`src/rtl/dla_pkg.sv`:
```
// Shared DLA definitions: flag bit positions, int8 limits, GLB write-enable idle value, postproc FSM states.
package dla_pkg;

    localparam int FLAG_RELU   = 0;
    localparam int FLAG_BIAS   = 3;

    localparam int INT8_MAX    = 127;
    localparam int INT8_MIN    = -128;

    localparam logic [3:0] GLB_WEB_NONE = 4'b1111;

    // Psum acceptance to packed byte; the pipeline structure is fixed.
    localparam int PIPE_STAGES = 3;

    typedef enum logic [1:0] {
        IDLE,
        RUN,
        FLUSH,
        DONE
    } pp_state_e;

endpackage

```
`src/rtl/opsum_postproc_if.sv`:
```
// Control, psum pop stream and GLB write port of the opsum post-processor.
// master = DLA controller / OPSUM FIFO / GLB side, slave = the post-processor.
interface opsum_postproc_if #(
    parameter int CNT_W = 16
);
    logic             start_i;
    logic             flush_i;
    logic [31:0]      base_addr_i;
    logic [3:0]       flags_i;
    logic [7:0]       quant_scale_i;
    logic [31:0]      bias_i;
    logic             psum_valid_i;
    logic [31:0]      psum_data_i;
    logic             psum_ready_o;
    logic [31:0]      glb_addr_o;
    logic [31:0]      glb_write_data_o;
    logic [3:0]       glb_web_o;
    logic [CNT_W-1:0] words_written_o;
    logic             busy_o;
    logic             done_o;

    modport master (
        output start_i, flush_i, base_addr_i, flags_i, quant_scale_i, bias_i,
        output psum_valid_i, psum_data_i,
        input  psum_ready_o, glb_addr_o, glb_write_data_o, glb_web_o,
        input  words_written_o, busy_o, done_o
    );

    modport slave (
        input  start_i, flush_i, base_addr_i, flags_i, quant_scale_i, bias_i,
        input  psum_valid_i, psum_data_i,
        output psum_ready_o, glb_addr_o, glb_write_data_o, glb_web_o,
        output words_written_o, busy_o, done_o
    );
endinterface

```
`src/rtl/opsum_postproc_requant_sat.sv`:
```
// Requantise: signed 32-bit value times unsigned scale, round half up, arithmetic shift, saturate to int8.
// Latency: combinational. Backpressure: none.
// Product fits in 41 bits signed, so no intermediate overflow is possible.
module requant_sat
    import dla_pkg::*;
#(
    parameter int SCALE_SHIFT = 8
) (
    input  logic signed [31:0] val,
    input  logic        [7:0]  scale,
    output logic        [7:0]  q
);

    logic signed [40:0] prod;
    logic signed [40:0] rnd;
    logic signed [40:0] shr;

    always_comb begin
        prod = 41'(val) * $signed({33'd0, scale});
        rnd  = prod + (41'sd1 <<< (SCALE_SHIFT - 1));
        shr  = rnd >>> SCALE_SHIFT;
        if (shr > 41'(INT8_MAX)) begin
            q = 8'(INT8_MAX);
        end else if (shr < 41'(INT8_MIN)) begin
            q = 8'(INT8_MIN);
        end else begin
            q = shr[7:0];
        end
    end

endmodule

```
`src/rtl/opsum_postproc.sv`:
```
// Opsum post-processor: bias, ReLU, requant to int8, pack 4 bytes per GLB word, tile control via start/flush/done.
// Latency: 3 stages to packed byte; GLB write registered, 4 cycles after the 4th psum is accepted.
// Backpressure: psum_ready_o only in RUN; GLB side has none (one write per cycle always accepted).
module opsum_postproc
    import dla_pkg::*;
#(
    parameter int CNT_W       = 16,
    parameter int SCALE_SHIFT = 8
) (
    input  logic             clk,
    input  logic             rst_n,
    opsum_postproc_if.slave  bus
);

    pp_state_e          state_q, state_d;
    logic               psum_rdy, busy, done, flush_wr, tile_start;
    logic               accept, pipe_empty;

    logic               s1_vld, s2_vld, s3_vld;
    logic        [31:0] s1_dat;
    logic signed [31:0] s2_dat;
    logic        [7:0]  s3_dat, rq_dat;
    logic        [32:0] sum33;
    logic        [31:0] s1_sat;

    logic        [1:0]  lane_q;
    logic        [31:0] hold_q, addr_q;
    logic [CNT_W-1:0]   words_q;
    logic        [31:0] glb_addr_q, glb_data_q;
    logic        [3:0]  glb_web_q, partial_web;
    logic               flags_unused;

    assign flags_unused = ^bus.flags_i[2:1];
    assign accept       = bus.psum_valid_i && psum_rdy;
    assign pipe_empty   = !(s1_vld || s2_vld || s3_vld);
    assign partial_web  = ~(4'(4'b0001 << lane_q) - 4'd1);

    always_comb begin
        sum33 = {bus.psum_data_i[31], bus.psum_data_i}
              + (bus.flags_i[FLAG_BIAS] ? {bus.bias_i[31], bus.bias_i} : 33'd0);
        // Sign bits disagree only on 32-bit overflow; clamp toward the overflow direction.
        if (sum33[32] != sum33[31]) begin
            s1_sat = sum33[32] ? 32'h8000_0000 : 32'h7FFF_FFFF;
        end else begin
            s1_sat = sum33[31:0];
        end
    end

    requant_sat #(.SCALE_SHIFT(SCALE_SHIFT)) u_requant (
        .val   (s2_dat),
        .scale (bus.quant_scale_i),
        .q     (rq_dat)
    );

    always_ff @(posedge clk or negedge rst_n) begin
        if (!rst_n) begin
            state_q <= IDLE;
        end else begin
            state_q <= state_d;
        end
    end

    always_comb begin
        state_d    = state_q;
        psum_rdy   = 1'b0;
        busy       = 1'b1;
        done       = 1'b0;
        flush_wr   = 1'b0;
        tile_start = 1'b0;
        case (state_q)
            IDLE: begin
                busy = 1'b0;
                if (bus.start_i) begin
                    tile_start = 1'b1;
                    state_d    = RUN;
                end
            end
            RUN: begin
                psum_rdy = 1'b1;
                if (bus.flush_i) state_d = FLUSH;
            end
            FLUSH: begin
                if (pipe_empty) begin
                    flush_wr = (lane_q != 2'd0);
                    state_d  = DONE;
                end
            end
            DONE: begin
                done    = 1'b1;
                state_d = IDLE;
            end
            default: state_d = IDLE;
        endcase
    end

    always_ff @(posedge clk or negedge rst_n) begin
        if (!rst_n) begin
            s1_vld     <= 1'b0;
            s2_vld     <= 1'b0;
            s3_vld     <= 1'b0;
            s1_dat     <= '0;
            s2_dat     <= '0;
            s3_dat     <= '0;
            lane_q     <= '0;
            hold_q     <= '0;
            addr_q     <= '0;
            words_q    <= '0;
            glb_addr_q <= '0;
            glb_data_q <= '0;
            glb_web_q  <= GLB_WEB_NONE;
        end else begin
            s1_vld <= accept;
            s2_vld <= s1_vld;
            s3_vld <= s2_vld;
            if (accept) s1_dat <= s1_sat;
            if (s1_vld) s2_dat <= (bus.flags_i[FLAG_RELU] && s1_dat[31]) ? 32'sd0 : $signed(s1_dat);
            if (s2_vld) s3_dat <= rq_dat;

            glb_web_q <= GLB_WEB_NONE;
            if (tile_start) begin
                addr_q  <= bus.base_addr_i;
                lane_q  <= '0;
                words_q <= '0;
                hold_q  <= '0;
            end else if (s3_vld) begin
                if (lane_q == 2'd3) begin
                    glb_data_q <= {s3_dat, hold_q[23:0]};
                    glb_web_q  <= 4'b0000;
                    glb_addr_q <= addr_q;
                    addr_q     <= addr_q + 32'd4;
                    words_q    <= words_q + CNT_W'(1);
                    lane_q     <= '0;
                    hold_q     <= '0;
                end else begin
                    hold_q[{lane_q, 3'b000} +: 8] <= s3_dat;
                    lane_q                        <= lane_q + 2'd1;
                end
            end else if (flush_wr) begin
                // Unfilled lanes are already zero because hold_q clears on every write.
                glb_data_q <= hold_q;
                glb_web_q  <= partial_web;
                glb_addr_q <= addr_q;
                addr_q     <= addr_q + 32'd4;
                words_q    <= words_q + CNT_W'(1);
                lane_q     <= '0;
                hold_q     <= '0;
            end
        end
    end

    assign bus.psum_ready_o     = psum_rdy;
    assign bus.busy_o           = busy;
    assign bus.done_o           = done;
    assign bus.glb_addr_o       = glb_addr_q;
    assign bus.glb_write_data_o = glb_data_q;
    assign bus.glb_web_o        = glb_web_q;
    assign bus.words_written_o  = words_q;

endmodule
```
`src/flat_wrapper.sv`:
```
// flat-port wrapper written by rule: the top's interface ports become plain ports
module opsum_postproc_flat import dla_pkg::*;
#(
    parameter int CNT_W       = 16,
    parameter int SCALE_SHIFT = 8
)
  (clk, rst_n, bus_start_i, bus_flush_i, bus_base_addr_i, bus_flags_i, bus_quant_scale_i, bus_bias_i, bus_psum_valid_i, bus_psum_data_i, bus_psum_ready_o, bus_glb_addr_o, bus_glb_write_data_o, bus_glb_web_o, bus_words_written_o, bus_busy_o, bus_done_o);
  opsum_postproc_if #(.CNT_W(CNT_W)) bus_i ();
  input  logic clk;
  input  logic rst_n;
  input wire logic [$bits(bus_i.start_i)-1:0] bus_start_i;
  input wire logic [$bits(bus_i.flush_i)-1:0] bus_flush_i;
  input wire logic [$bits(bus_i.base_addr_i)-1:0] bus_base_addr_i;
  input wire logic [$bits(bus_i.flags_i)-1:0] bus_flags_i;
  input wire logic [$bits(bus_i.quant_scale_i)-1:0] bus_quant_scale_i;
  input wire logic [$bits(bus_i.bias_i)-1:0] bus_bias_i;
  input wire logic [$bits(bus_i.psum_valid_i)-1:0] bus_psum_valid_i;
  input wire logic [$bits(bus_i.psum_data_i)-1:0] bus_psum_data_i;
  output wire logic [$bits(bus_i.psum_ready_o)-1:0] bus_psum_ready_o;
  output wire logic [$bits(bus_i.glb_addr_o)-1:0] bus_glb_addr_o;
  output wire logic [$bits(bus_i.glb_write_data_o)-1:0] bus_glb_write_data_o;
  output wire logic [$bits(bus_i.glb_web_o)-1:0] bus_glb_web_o;
  output wire logic [$bits(bus_i.words_written_o)-1:0] bus_words_written_o;
  output wire logic [$bits(bus_i.busy_o)-1:0] bus_busy_o;
  output wire logic [$bits(bus_i.done_o)-1:0] bus_done_o;
  assign bus_i.start_i = bus_start_i;
  assign bus_i.flush_i = bus_flush_i;
  assign bus_i.base_addr_i = bus_base_addr_i;
  assign bus_i.flags_i = bus_flags_i;
  assign bus_i.quant_scale_i = bus_quant_scale_i;
  assign bus_i.bias_i = bus_bias_i;
  assign bus_i.psum_valid_i = bus_psum_valid_i;
  assign bus_i.psum_data_i = bus_psum_data_i;
  assign bus_psum_ready_o = bus_i.psum_ready_o;
  assign bus_glb_addr_o = bus_i.glb_addr_o;
  assign bus_glb_write_data_o = bus_i.glb_write_data_o;
  assign bus_glb_web_o = bus_i.glb_web_o;
  assign bus_words_written_o = bus_i.words_written_o;
  assign bus_busy_o = bus_i.busy_o;
  assign bus_done_o = bus_i.done_o;
  opsum_postproc #(.CNT_W(CNT_W), .SCALE_SHIFT(SCALE_SHIFT)) u_core (.clk(clk), .rst_n(rst_n), .bus(bus_i));
endmodule
```
`config.mk`:
```
export PLATFORM = sky130hd
export DESIGN_NAME = opsum_postproc_flat
export DESIGN_NICKNAME = d
export VERILOG_FILES = /design/src/rtl/dla_pkg.sv /design/src/rtl/opsum_postproc_if.sv /design/src/rtl/opsum_postproc_requant_sat.sv /design/src/rtl/opsum_postproc.sv /design/src/flat_wrapper.sv
export SDC_FILE = /design/constraint.sdc
export NUM_CORES = 1
export LEC_CHECK = 0
export CAP_MARGIN = 5
export CORE_MARGIN = 4
export CORE_UTILIZATION = 30
export DETAILED_ROUTE_END_ITERATION = 8
export PLACE_DENSITY_LB_ADDON = 0.25
export SYNTH_ARGS = -nofsm -noshare
export SYNTH_HDL_FRONTEND = slang
export SYNTH_HIERARCHICAL = 1
export SYNTH_SLANG_ARGS = --single-unit
```
`constraint.sdc`:
```
create_clock -name clk -period 8.5 [get_ports clk]
set_input_delay 1.7 -clock clk [delete_from_list [all_inputs] [get_ports clk]]
set_output_delay 1.7 -clock clk [all_outputs]
set_load 0.01 [all_outputs]
```
==> results of run 1 <==
[metal layers]
layer	vias to the layer above	track usage, %	wire, µm	share of wire [%]
met2	286	23.71	24630	48
met1	7902	19.19	24700	48
met3	57	1.378	1539	3.0
met4	2	2.437	867	1.7
met5	-	0	8	0.015
li1	8073	-	-	-
[layout make-up]
cell class / count / area share, %
Clock buffer: 38 / 2.826
Clock inverter: 8 / 0.3852
Inverter: 206 / 2.976
Multi-Input combinational cell: 1702 / 54.86
Sequential cell: 227 / 21.88
Tap cell: 931 / 4.483
Timing Repair Buffer: 353 / 12.59
[state kept, by name, indices dropped and copies added, names as in the netlist]
signal,cells
u_core/addr_q,32
u_core/bus.glb_addr_o,32
u_core/bus.glb_web_o,4
u_core/bus.glb_write_data_o,32
u_core/bus.words_written_o,16
u_core/hold_q,32
u_core/lane_q,2
u_core/s1_dat,32
u_core/s1_vld,1
u_core/s2_dat,32
u_core/s2_vld,1
u_core/s3_dat,8
u_core/s3_vld,1
u_core/state_q,2
[final timing paths]
kind / endpoint / slack [ns] / cells past startpoint / from
worst max register to register: u_core/s3_dat[6] / 1.46 / 22 / u_core/s2_dat[4]
max in group asynchronous: u_core/bus.glb_write_data_o[15] / 5.93 / 2 / rst_n
worst min register to register: u_core/s1_dat[16] / 0.48 / 2 / u_core/s1_dat[16]
worst max-delay path: u_core/s3_dat[6] / 0.27 / 24 / bus_quant_scale_i[2]
min in group asynchronous: u_core/bus.glb_addr_o[24] / 1.13 / 1 / rst_n
worst min-delay path: u_core/s1_dat[16] / 0.48 / 2 / u_core/s1_dat[16]
[cell usage after synthesis, drive strengths merged, types with 3 or more instances]
| cell type | count |
|---|---|
| a2111oi | 4 |
| a211o | 5 |
| a211oi | 7 |
| a21boi | 6 |
| a21o | 16 |
| a21oi | 96 |
| a22o | 26 |
| a31oi | 10 |
| a41oi | 3 |
| and2 | 194 |
| and3 | 14 |
| and4 | 9 |
| buf | 12 |
| clkbuf | 82 |
| dfrtp | 223 |
| dfstp | 4 |
| fa | 199 |
| ha | 153 |
| inv | 205 |
| maj3 | 19 |
| mux2 | 66 |
| mux2i | 15 |
| nand2 | 293 |
| nand2b | 8 |
| nand3 | 44 |
| nand4 | 32 |
| nor2 | 75 |
| nor2b | 4 |
| nor3 | 27 |
| nor4 | 3 |
| nor4b | 4 |
| o2111ai | 4 |
| o211ai | 16 |
| o21a | 12 |
| o21ai | 171 |
| o21bai | 6 |
| o22ai | 6 |
| o311ai | 3 |
| o31ai | 11 |
| or3 | 13 |
| or4 | 6 |
| xnor2 | 49 |
| xor2 | 44 |
[repair_timing]
| action | 4_1_cts | 5_1_grt |
|---|---|---|
| setup buffers | 0 | 1 |
| resized for setup | 0 | 11 |
| endpoints found under the hold margin | 0 | 0 |
| endpoints found under the setup margin | 0 | 7 |
[stage by stage]
step	hold WS, ns	utilization [%]	TNS, ns	std cells
5_1_grt	0.4913	37.62	0	3465
3_3_place_gp	0.4595	36.28	-2.499	3417
2_1_floorplan	0.3519	-	0	2229
4_1_cts	0.4808	37.49	0	3463
6_report	0.4768	37.62	0	3465
3_5_place_dp	0.4661	36.28	-2.896	3417
[cells by family (layout without fill, tap and decap cells)]
| logic type | Yosys count | count (layout) | share of synthesized area, % |
|---|---|---|---|
| AND/OR/NAND/NOR | 736 | 736 | 17.54 |
| buffers and inverters | 300 | 605 | 5.454 |
| flip-flops | 227 | 227 | 27.05 |
| AO/OA/AOI/OAI | 421 | 421 | 12.74 |
| multiplexers | 81 | 81 | 4.251 |
| adder cells (fa/ha/maj) | 371 | 371 | 29.08 |
| XOR/XNOR | 93 | 93 | 3.876 |
[cell usage in the layout (no fill, tap or decap), types with 6 or more instances in the layout]
cell type                           n
sky130_fd_sc_hd__nand2_1          290
sky130_fd_sc_hd__dfrtp_1          223
sky130_fd_sc_hd__inv_1            205
sky130_fd_sc_hd__fa_1             199
sky130_fd_sc_hd__clkdlybuf4s50_1  195
sky130_fd_sc_hd__and2_1           192
sky130_fd_sc_hd__ha_1             153
sky130_fd_sc_hd__buf_4            146
sky130_fd_sc_hd__o21ai_0          142
sky130_fd_sc_hd__a21oi_1           95
sky130_fd_sc_hd__nor2_1            75
sky130_fd_sc_hd__mux2_2            66
sky130_fd_sc_hd__xnor2_1           48
sky130_fd_sc_hd__nand3_1           44
sky130_fd_sc_hd__xor2_1            43
sky130_fd_sc_hd__nand4_1           32
sky130_fd_sc_hd__o21ai_1           27
sky130_fd_sc_hd__clkbuf_16         26
sky130_fd_sc_hd__a22o_1            26
sky130_fd_sc_hd__nor3_1            25
sky130_fd_sc_hd__maj3_2            19
sky130_fd_sc_hd__a21o_1            16
sky130_fd_sc_hd__mux2i_1           15
sky130_fd_sc_hd__o211ai_1          15
sky130_fd_sc_hd__and3_1            13
sky130_fd_sc_hd__or3_1             12
sky130_fd_sc_hd__o21a_1            12
sky130_fd_sc_hd__a31oi_1           10
sky130_fd_sc_hd__nand2b_1           8
sky130_fd_sc_hd__and4_1             8
sky130_fd_sc_hd__buf_12             8
sky130_fd_sc_hd__clkbuf_1           7
sky130_fd_sc_hd__o31ai_1            7
sky130_fd_sc_hd__clkbuf_8           6
sky130_fd_sc_hd__a211oi_1           6
sky130_fd_sc_hd__o21bai_1           6
sky130_fd_sc_hd__o22ai_1            6
[worst reg2reg max path, cell delays in order (launching register included)]
cell                      delay [ns]
sky130_fd_sc_hd__dfrtp_1        0.54
sky130_fd_sc_hd__nand2_1        0.14
sky130_fd_sc_hd__fa_1           0.55
sky130_fd_sc_hd__inv_1          0.06
sky130_fd_sc_hd__fa_1           0.50
sky130_fd_sc_hd__inv_1          0.06
sky130_fd_sc_hd__fa_1           0.47
sky130_fd_sc_hd__inv_1          0.05
sky130_fd_sc_hd__fa_1           0.51
sky130_fd_sc_hd__fa_1           0.50
sky130_fd_sc_hd__ha_1           0.31
sky130_fd_sc_hd__nand3_1        0.08
sky130_fd_sc_hd__or4_4          0.43
sky130_fd_sc_hd__and4_4         0.20
sky130_fd_sc_hd__or3_4          0.39
sky130_fd_sc_hd__a211o_1        0.36
sky130_fd_sc_hd__o31ai_4        0.31
sky130_fd_sc_hd__xor2_2         0.13
sky130_fd_sc_hd__or4_4          0.54
sky130_fd_sc_hd__o41ai_4        0.24
sky130_fd_sc_hd__buf_6          0.18
sky130_fd_sc_hd__o21ai_0        0.08
sky130_fd_sc_hd__mux2_2         0.27
==> flow_summary.yaml, run 1 <==
timing:
  rsz0062_at_grt: "no"
  tightest_slew_ns: 1.149
  final.min_clock_period_ns: 8.234
  finalSetupViolations: 0
  post-route-period-util_pct: 96.87
  worst_slack_ns: 0.2663
  timing.max_slew.rel_slack_pct: 22.94
  slew_violations: 0
  count_of_endpoints_failing_hold_in_the_final_timing_report: 0
  clock.fmax_mhz: 121.5
  clock-skew-final_ns: 0.01269
finish:
  layout-area-overhead-vs-synth_pct: 23.65
  final_layout_size_suffix_gt1_share_pct: 12.47
  sequential_cell_area_um2: 5685
  nFillCells: 6868
  multi_input_area_um2: 14250
  postLayoutCellArea_um2: 25980
  num_antenna_cells: 0
  final_nets: 2980
global_route:
  grt_util_all_layers_pct: 13.80
  grt_max_degree: 82
  overflow: 0
  initial_antenna_violation_count: 1
  wire_length_of_the_first_global_routing_pass_mm: 87.57
  first_global_vias: 17270
yosys:
  synth_edf_count: 0
  syn_nets: 2694
  yosysWarnings: 6
  ys_top_cells_by_area: "sky130_fd_sc_hd__dfrtp_1 (27%), sky130_fd_sc_hd__fa_1 (19%), sky130_fd_sc_hd__ha_1 (9.1%)"
  netlist_instances: 2229
  synthDistinctLibCells: 84
  most_used_flip_flop_cell_after_synthesis: "sky130_fd_sc_hd__dfrtp_1"
  synth.avg_cell_area_um2: 9.428
  synthDominantCellAreaShare_pct: 26.55
  postSynthRegisterBits: 227
  seq_area_frac_synth_pct: 27.05
  synth_area_um2: 21020
  postSynth.asyncResetShare_pct: 100.0
  yosysTopAreaCell: "sky130_fd_sc_hd__dfrtp_1"
die:
  dieWidth_um: 272.7
  std_cell_rows: 96
  core_region_um2: 69070
  boundary_pins: 200
  floorplan.die_area_um2: 74350
  initial_util_pct: 30.43
  die_height_um: 272.7
setup_path:
  critical-path-top-delay-family: "adder cells"
  cp_max_fo: 10
  crit_path_end_kind: "register"
  critical_path_class: "in -> reg"
  most_numerous_cell_on_the_critical_path: "sky130_fd_sc_hd__fa_1"
  timing.critical_path.arrival_ns: 8.64
  cp.required_ns: 8.91
  crit_slowest_cell: "sky130_fd_sc_hd__or4_4"
  timing.critical_path.cells: "clkdlybuf4s50_1, buf_12, nand2_1, fa_1, inv_1, fa_1, inv_1, fa_1, inv_1, fa_1, fa_1, ha_1, nand3_1, or4_4, and4_4, or3_4, a211o_1, o31ai_4, xor2_2, or4_4, o41ai_4, buf_6, o21ai_0, mux2_2"
  critPathLaunchType: "input pin"
  timing.critical_path.slowest_cell_delay_ns: 0.54
  timing.critical_path.buf_inv: 6
clock_tree:
  htree_levels: 1
  clock_sink_count: 227
  clock_network_latency_to_the_later_pin_of_the_worst_skew_pair_ns: 0.53
  clock_tree_from_tritoncts: "built"
  ctsLongestPathBuffers: 3
  cts_buffers: 25
  post_cts_hold_buffer_count: 0
  cts_root_buf: "sky130_fd_sc_hd__clkbuf_16"
  clkSlewWorstSetupHoldPaths_ns: 0.06
placement:
  post-dp-hpwl_mm: 42.38
  placed_area_um2: 25060
  dpl_worst_slack_ns: -0.4310
  number_of_buffer_cells_added_on_primary_ports: 197
  finalWeightedCongestion: 0.8704
worst_hold_path:
  min-delay-path-class: "reg -> reg"
detailed_routing:
  firstDrtPassIters: 5
  vias: 16320
  routed_wirelength_mm: 51.75
  drc: 0
  wire_per_inst_um: 14.94
  ant_nets: 0
  via_per_inst: 4.710
  dr.first_iter.drc_count: 692
job:
  cap_viol_max_count: 0
status:
  outcome: "complete, no violations"
Power of run 1 is left out: the tool's default activity adds up to more than one toggle a clock period on the data nets, which glitch-free logic cannot reach.
==> run 2: changes to the inputs <==
- SETUP_SLACK_MARGIN: not set -> 0.15
==> flow_summary.yaml, run 2 (synthesis results as in run 1) <==
status:
  outcome: "complete, no violations"
setup_path:
  crit_slowest_cell: "sky130_fd_sc_hd__fa_1"
  critPathLaunchType: "input pin"
  timing.critical_path.arrival_ns: 8.52
  crit_path_end_kind: "register"
  timing.rr.start: "u_core/s2_dat[4]"
  critical-path-top-delay-family: "adder cells"
  timing.critical_path.buf_inv: 5
  worst-r2r-setup-slack_ns: 1.46
  timing.critical_path.cells: "clkdlybuf4s50_1, buf_12, and2_1, fa_2, fa_1, inv_1, fa_1, inv_1, fa_1, fa_1, ha_4, nand3_1, or4_4, and4_4, or3_4, a211o_1, o31ai_4, xor2_2, or4_4, o41ai_4, buf_6, o21ai_0, mux2_2"
  worst_r2r_path_depth: 22
  most_numerous_cell_on_the_critical_path: "sky130_fd_sc_hd__fa_1"
  cp_max_fo: 23
  cp.required_ns: 8.91
  path_depth: 23
  timing.critical_path.slowest_cell_delay_ns: 0.56
  critical_path_class: "in -> reg"
  rr_endpoint: "u_core/s3_dat[6]"
placement:
  post-dp-hpwl_mm: 42.38
  finalWeightedCongestion: 0.8704
  dpl_worst_slack_ns: -0.4310
  number_of_buffer_cells_added_on_primary_ports: 197
worst_hold_path:
  min-delay-path-class: "reg -> reg"
  number_of_cells_on_the_worst_hold_path: 2
  timing.hold.worst.start: "u_core/s1_dat[16]"
  min_to: "u_core/s1_dat[16]"
clock_tree:
  ctsLongestPathBuffers: 3
  clkSlewWorstSetupHoldPaths_ns: 0.06
  cts_root_buf: "sky130_fd_sc_hd__clkbuf_16"
  htree_levels: 1
  clock_network_latency_to_the_later_pin_of_the_worst_skew_pair_ns: 0.53
  clock_tree_from_tritoncts: "built"
  clock_sink_count: 227
  post_cts_hold_buffer_count: 0
  cts_buffers: 25
detailed_routing:
  firstDrtPassIters: 5
  vias: 16320
  dr.first_iter.drc_count: 619
  drc: 0
  routed_wirelength_mm: 51.87
  via_per_inst: 4.707
  wire_per_inst_um: 14.96
  ant_nets: 0
timing:
  tns_ns: 0
  rsz0062_at_grt: "no"
  final.min_clock_period_ns: 8.113
  clock-skew-final_ns: 0.01322
  clock.fmax_mhz: 123.3
  count_of_endpoints_failing_hold_in_the_final_timing_report: 0
  finalSetupViolations: 0
  slew_violations: 0
  post-route-period-util_pct: 95.45
  tightest_slew_ns: 1.149
  timing.max_slew.rel_slack_pct: 22.95
  worst_slack_ns: 0.3870
global_route:
  initial_antenna_violation_count: 1
  first_global_vias: 17280
  wire_length_of_the_first_global_routing_pass_mm: 87.62
  grt_max_degree: 82
  overflow: 0
  grt_util_all_layers_pct: 13.81
die:
  dieWidth_um: 272.7
  floorplan.die_area_um2: 74350
  initial_util_pct: 30.43
  die_height_um: 272.7
  boundary_pins: 200
  core_region_um2: 69070
  std_cell_rows: 96
finish:
  final_layout_size_suffix_gt1_share_pct: 12.58
  layout_commonest_cell: "sky130_fd_sc_hd__nand2_1"
  multi_input_area_um2: 14270
  layout-area-overhead-vs-synth_pct: 23.89
  nFillCells: 6861
  final_nets: 2981
  num_antenna_cells: 0
  sequential_cell_area_um2: 5685
  mostFrequentLayoutCells: "sky130_fd_sc_hd__nand2_1 (290), sky130_fd_sc_hd__dfrtp_1 (223), sky130_fd_sc_hd__inv_1 (205)"
  finish.utilization_pct: 37.70
job:
  cap_viol_max_count: 0
## run 2: worst max path at each step
| stage | from | to | slack [ns] |
|---|---|---|---|
| 3_5_place_dp | bus_quant_scale_i[3] | u_core/s3_dat[6] | -0.43 |
| 5_1_grt | bus_quant_scale_i[4] | u_core/s3_dat[6] | 0.16 |
| 4_1_cts | bus_quant_scale_i[3] | u_core/s3_dat[6] | 0.18 |
| 3_3_place_gp | bus_quant_scale_i[3] | u_core/s3_dat[6] | -0.37 |
| 6_report | bus_quant_scale_i[4] | u_core/s3_dat[6] | 0.39 |
| 2_1_floorplan | bus_quant_scale_i[2] | u_core/s3_dat[6] | 0.40 |
## run 2: cell type report
class                           instances  area share (%)
Multi-Input combinational cell       1702           54.82
Inverter                              206           2.970
Tap cell                              931           4.474
Timing Repair Buffer                  354           12.70
Clock inverter                          8          0.3845
Sequential cell                       227           21.84
Clock buffer                           38           2.821
## run 2: worst reg2reg max path, cell delays in order (launching register included)
cell and delay [ns]:
sky130_fd_sc_hd__dfrtp_1 0.55, sky130_fd_sc_hd__nand2_1 0.14, sky130_fd_sc_hd__fa_1 0.55, sky130_fd_sc_hd__inv_1 0.06, sky130_fd_sc_hd__fa_1 0.50, sky130_fd_sc_hd__inv_1 0.06
sky130_fd_sc_hd__fa_1 0.47, sky130_fd_sc_hd__inv_1 0.05, sky130_fd_sc_hd__fa_1 0.56, sky130_fd_sc_hd__fa_1 0.47, sky130_fd_sc_hd__ha_4 0.30, sky130_fd_sc_hd__nand3_1 0.07
sky130_fd_sc_hd__or4_4 0.43, sky130_fd_sc_hd__and4_4 0.20, sky130_fd_sc_hd__or3_4 0.39, sky130_fd_sc_hd__a211o_1 0.36, sky130_fd_sc_hd__o31ai_4 0.31, sky130_fd_sc_hd__xor2_2 0.13
sky130_fd_sc_hd__or4_4 0.54, sky130_fd_sc_hd__o41ai_4 0.24, sky130_fd_sc_hd__buf_6 0.18, sky130_fd_sc_hd__o21ai_0 0.08, sky130_fd_sc_hd__mux2_2 0.27
## run 2: timing repair
action / in CTS / in global routing
buffers inserted: 0 / 1
gates resized for setup: 2 / 15
endpoints found under the setup margin: 6 / 7
pin swaps: 0 / 7
cloned: 0 / 2
hold endpoints to repair: 0 / 0
## run 2: metrics by stage
stage	hold WS, ns	area (µm²)	instances
floorplan	0.3519	21020	2229
global placement	0.4595	25060	3417
detailed placement	0.4661	25060	3417
CTS	0.4808	25900	3463
global route	0.4913	26040	3466
finish	0.4769	26040	3466
## run 2: metal layers
metal  track usage (%)  up-vias  share of wire, %
li1                  -     8079                 -
met1             19.19     7908                47
met2             23.74      275                48
met3             1.378       51               3.2
met4             2.410        2               1.6
met5                 0        -             0.015
Power of run 2 is left out for the same reason.
==> run 3: changes to the inputs <==
- CORE_MARGIN: 4 -> not set
==> flow_summary.yaml, run 3 (synthesis results as in run 1) <==
setup_path:
  timing.critical_path.arrival_ns: 8.51
  crit_path_end_kind: "register"
  timing.rr.start: "u_core/s2_dat[4]"
  critPathLaunch: "bus_quant_scale_i[1]"
  critical_path_class: "in -> reg"
  critPathLaunchType: "input pin"
  worst-r2r-setup-slack_ns: 1.43
  cp.required_ns: 8.92
  cp_max_fo: 23
timing:
  timing.max_slew.rel_slack_pct: 21.98
  count_of_endpoints_failing_hold_in_the_final_timing_report: 0
  hold_slack_ns: 0.4775
  finalSetupViolations: 0
  final.min_clock_period_ns: 8.097
  rsz0062_at_grt: "no"
  tightest_slew_ns: 1.164
  post-route-period-util_pct: 95.26
  slew_violations: 0
  clock.fmax_mhz: 123.5
  clock-skew-final_ns: 0.01078
  tns_ns: 0
global_route:
  grt_util_all_layers_pct: 14.43
  initial_antenna_violation_count: 2
  overflow: 0
  grt_max_degree: 82
  wire_length_of_the_first_global_routing_pass_mm: 85.97
  first_global_vias: 17120
detailed_routing:
  vias: 16320
  ant_nets: 0
  routed_wirelength_mm: 51.32
  firstDrtPassIters: 7
  dr.first_iter.drc_count: 708
  drc: 0
  wire_per_inst_um: 14.82
  via_per_inst: 4.715
placement:
  number_of_buffer_cells_added_on_primary_ports: 197
  finalWeightedCongestion: 0.8388
  post-dp-hpwl_mm: 41.76
clock_tree:
  ctsLongestPathBuffers: 3
  post_cts_hold_buffer_count: 0
  clock_tree_from_tritoncts: "built"
  cts_root_buf: "sky130_fd_sc_hd__clkbuf_16"
  htree_levels: 1
  clock_network_latency_to_the_later_pin_of_the_worst_skew_pair_ns: 0.54
  clock_sink_count: 227
  cts_buffers: 26
  clkSlewWorstSetupHoldPaths_ns: 0.06
die:
  floorplan.die_area_um2: 71110
  die_height_um: 266.7
  dieWidth_um: 266.7
  core_region_um2: 68950
  std_cell_rows: 96
  boundary_pins: 200
  initial_util_pct: 30.48
status:
  outcome: "complete, no violations"
finish:
  num_antenna_cells: 0
  layout-area-overhead-vs-synth_pct: 24.46
  final_nets: 2979
  final_layout_size_suffix_gt1_share_pct: 12.84
  mostFrequentLayoutCells: "sky130_fd_sc_hd__nand2_1 (290), sky130_fd_sc_hd__dfrtp_1 (223), sky130_fd_sc_hd__inv_1 (205)"
  nFillCells: 6843
  multi_input_area_um2: 14290
  sequential_cell_area_um2: 5685
  layout_commonest_cell: "sky130_fd_sc_hd__nand2_1"
worst_hold_path:
  timing.hold.worst.start: "u_core/s1_dat[8]"
  min-delay-path-class: "reg -> reg"
job:
  cap_viol_max_count: 0
## run 3: timing repair
item | in CTS | in global routing
setup endpoints to repair | 0 | 7
buffers inserted | 0 | 1
gates resized for setup | 0 | 21
## run 3: area by class of cell
class	count	share of cell area, %
sequential	227	21.74
clock inverter	17	0.9663
multi-input combinational	1702	54.62
clock buffer	28	2.554
inverter	206	2.956
tap	931	4.453
timing repair buffer	351	12.71
## run 3: metrics by stage
stage | cell area [µm²] | std cells | setup WS, ns | utilization, %
floorplan | 21020 | 2229 | 0.3967 | -
global placement | 25050 | 3413 | -0.3729 | 36.33
detailed placement | 25050 | 3413 | -0.4080 | 36.33
CTS | 25970 | 3458 | 0.1538 | 37.66
global route | 26160 | 3462 | 0.1707 | 37.94
finish | 26160 | 3462 | 0.4028 | 37.94
## run 3: path summary, 6_finish.rpt
path                                                       to  cells past startpoint
max in group asynchronous       u_core/bus.words_written_o[1]                      2
worst max-delay path                         u_core/s3_dat[3]                     24
worst min-delay path                         u_core/s2_dat[8]                      2
worst max register to register               u_core/s3_dat[3]                     22
worst min register to register               u_core/s2_dat[8]                      2
min in group asynchronous                   u_core/hold_q[14]                      1
## run 3: layer usage
metal,vias to the layer above,GRT usage [%],part of all wire (%)
met5,-,0,0.018
met1,7888,19.62,47
met4,2,3.200,2.0
met3,65,1.448,2.8
li1,8082,-,-
met2,287,24.63,48
## run 3: critical path, stage by stage
cell                              delay [ns]
sky130_fd_sc_hd__clkdlybuf4s50_1        0.48
sky130_fd_sc_hd__buf_4                  0.17
sky130_fd_sc_hd__buf_12                 0.16
sky130_fd_sc_hd__and2_1                 0.16
sky130_fd_sc_hd__fa_1                   0.44
sky130_fd_sc_hd__fa_1                   0.53
sky130_fd_sc_hd__inv_1                  0.06
sky130_fd_sc_hd__fa_1                   0.47
sky130_fd_sc_hd__inv_1                  0.05
sky130_fd_sc_hd__fa_1                   0.47
sky130_fd_sc_hd__ha_1                   0.31
sky130_fd_sc_hd__ha_1                   0.33
sky130_fd_sc_hd__nand2_1                0.09
sky130_fd_sc_hd__o22ai_1                0.27
sky130_fd_sc_hd__o31ai_1                0.19
sky130_fd_sc_hd__or3_4                  0.41
sky130_fd_sc_hd__a211o_1                0.37
sky130_fd_sc_hd__o31ai_4                0.32
sky130_fd_sc_hd__xor2_2                 0.12
sky130_fd_sc_hd__or4_4                  0.53
sky130_fd_sc_hd__o41ai_4                0.31
sky130_fd_sc_hd__buf_6                  0.17
sky130_fd_sc_hd__o21ai_1                0.08
sky130_fd_sc_hd__mux2_2                 0.28
Power of run 3 is left out for the same reason.
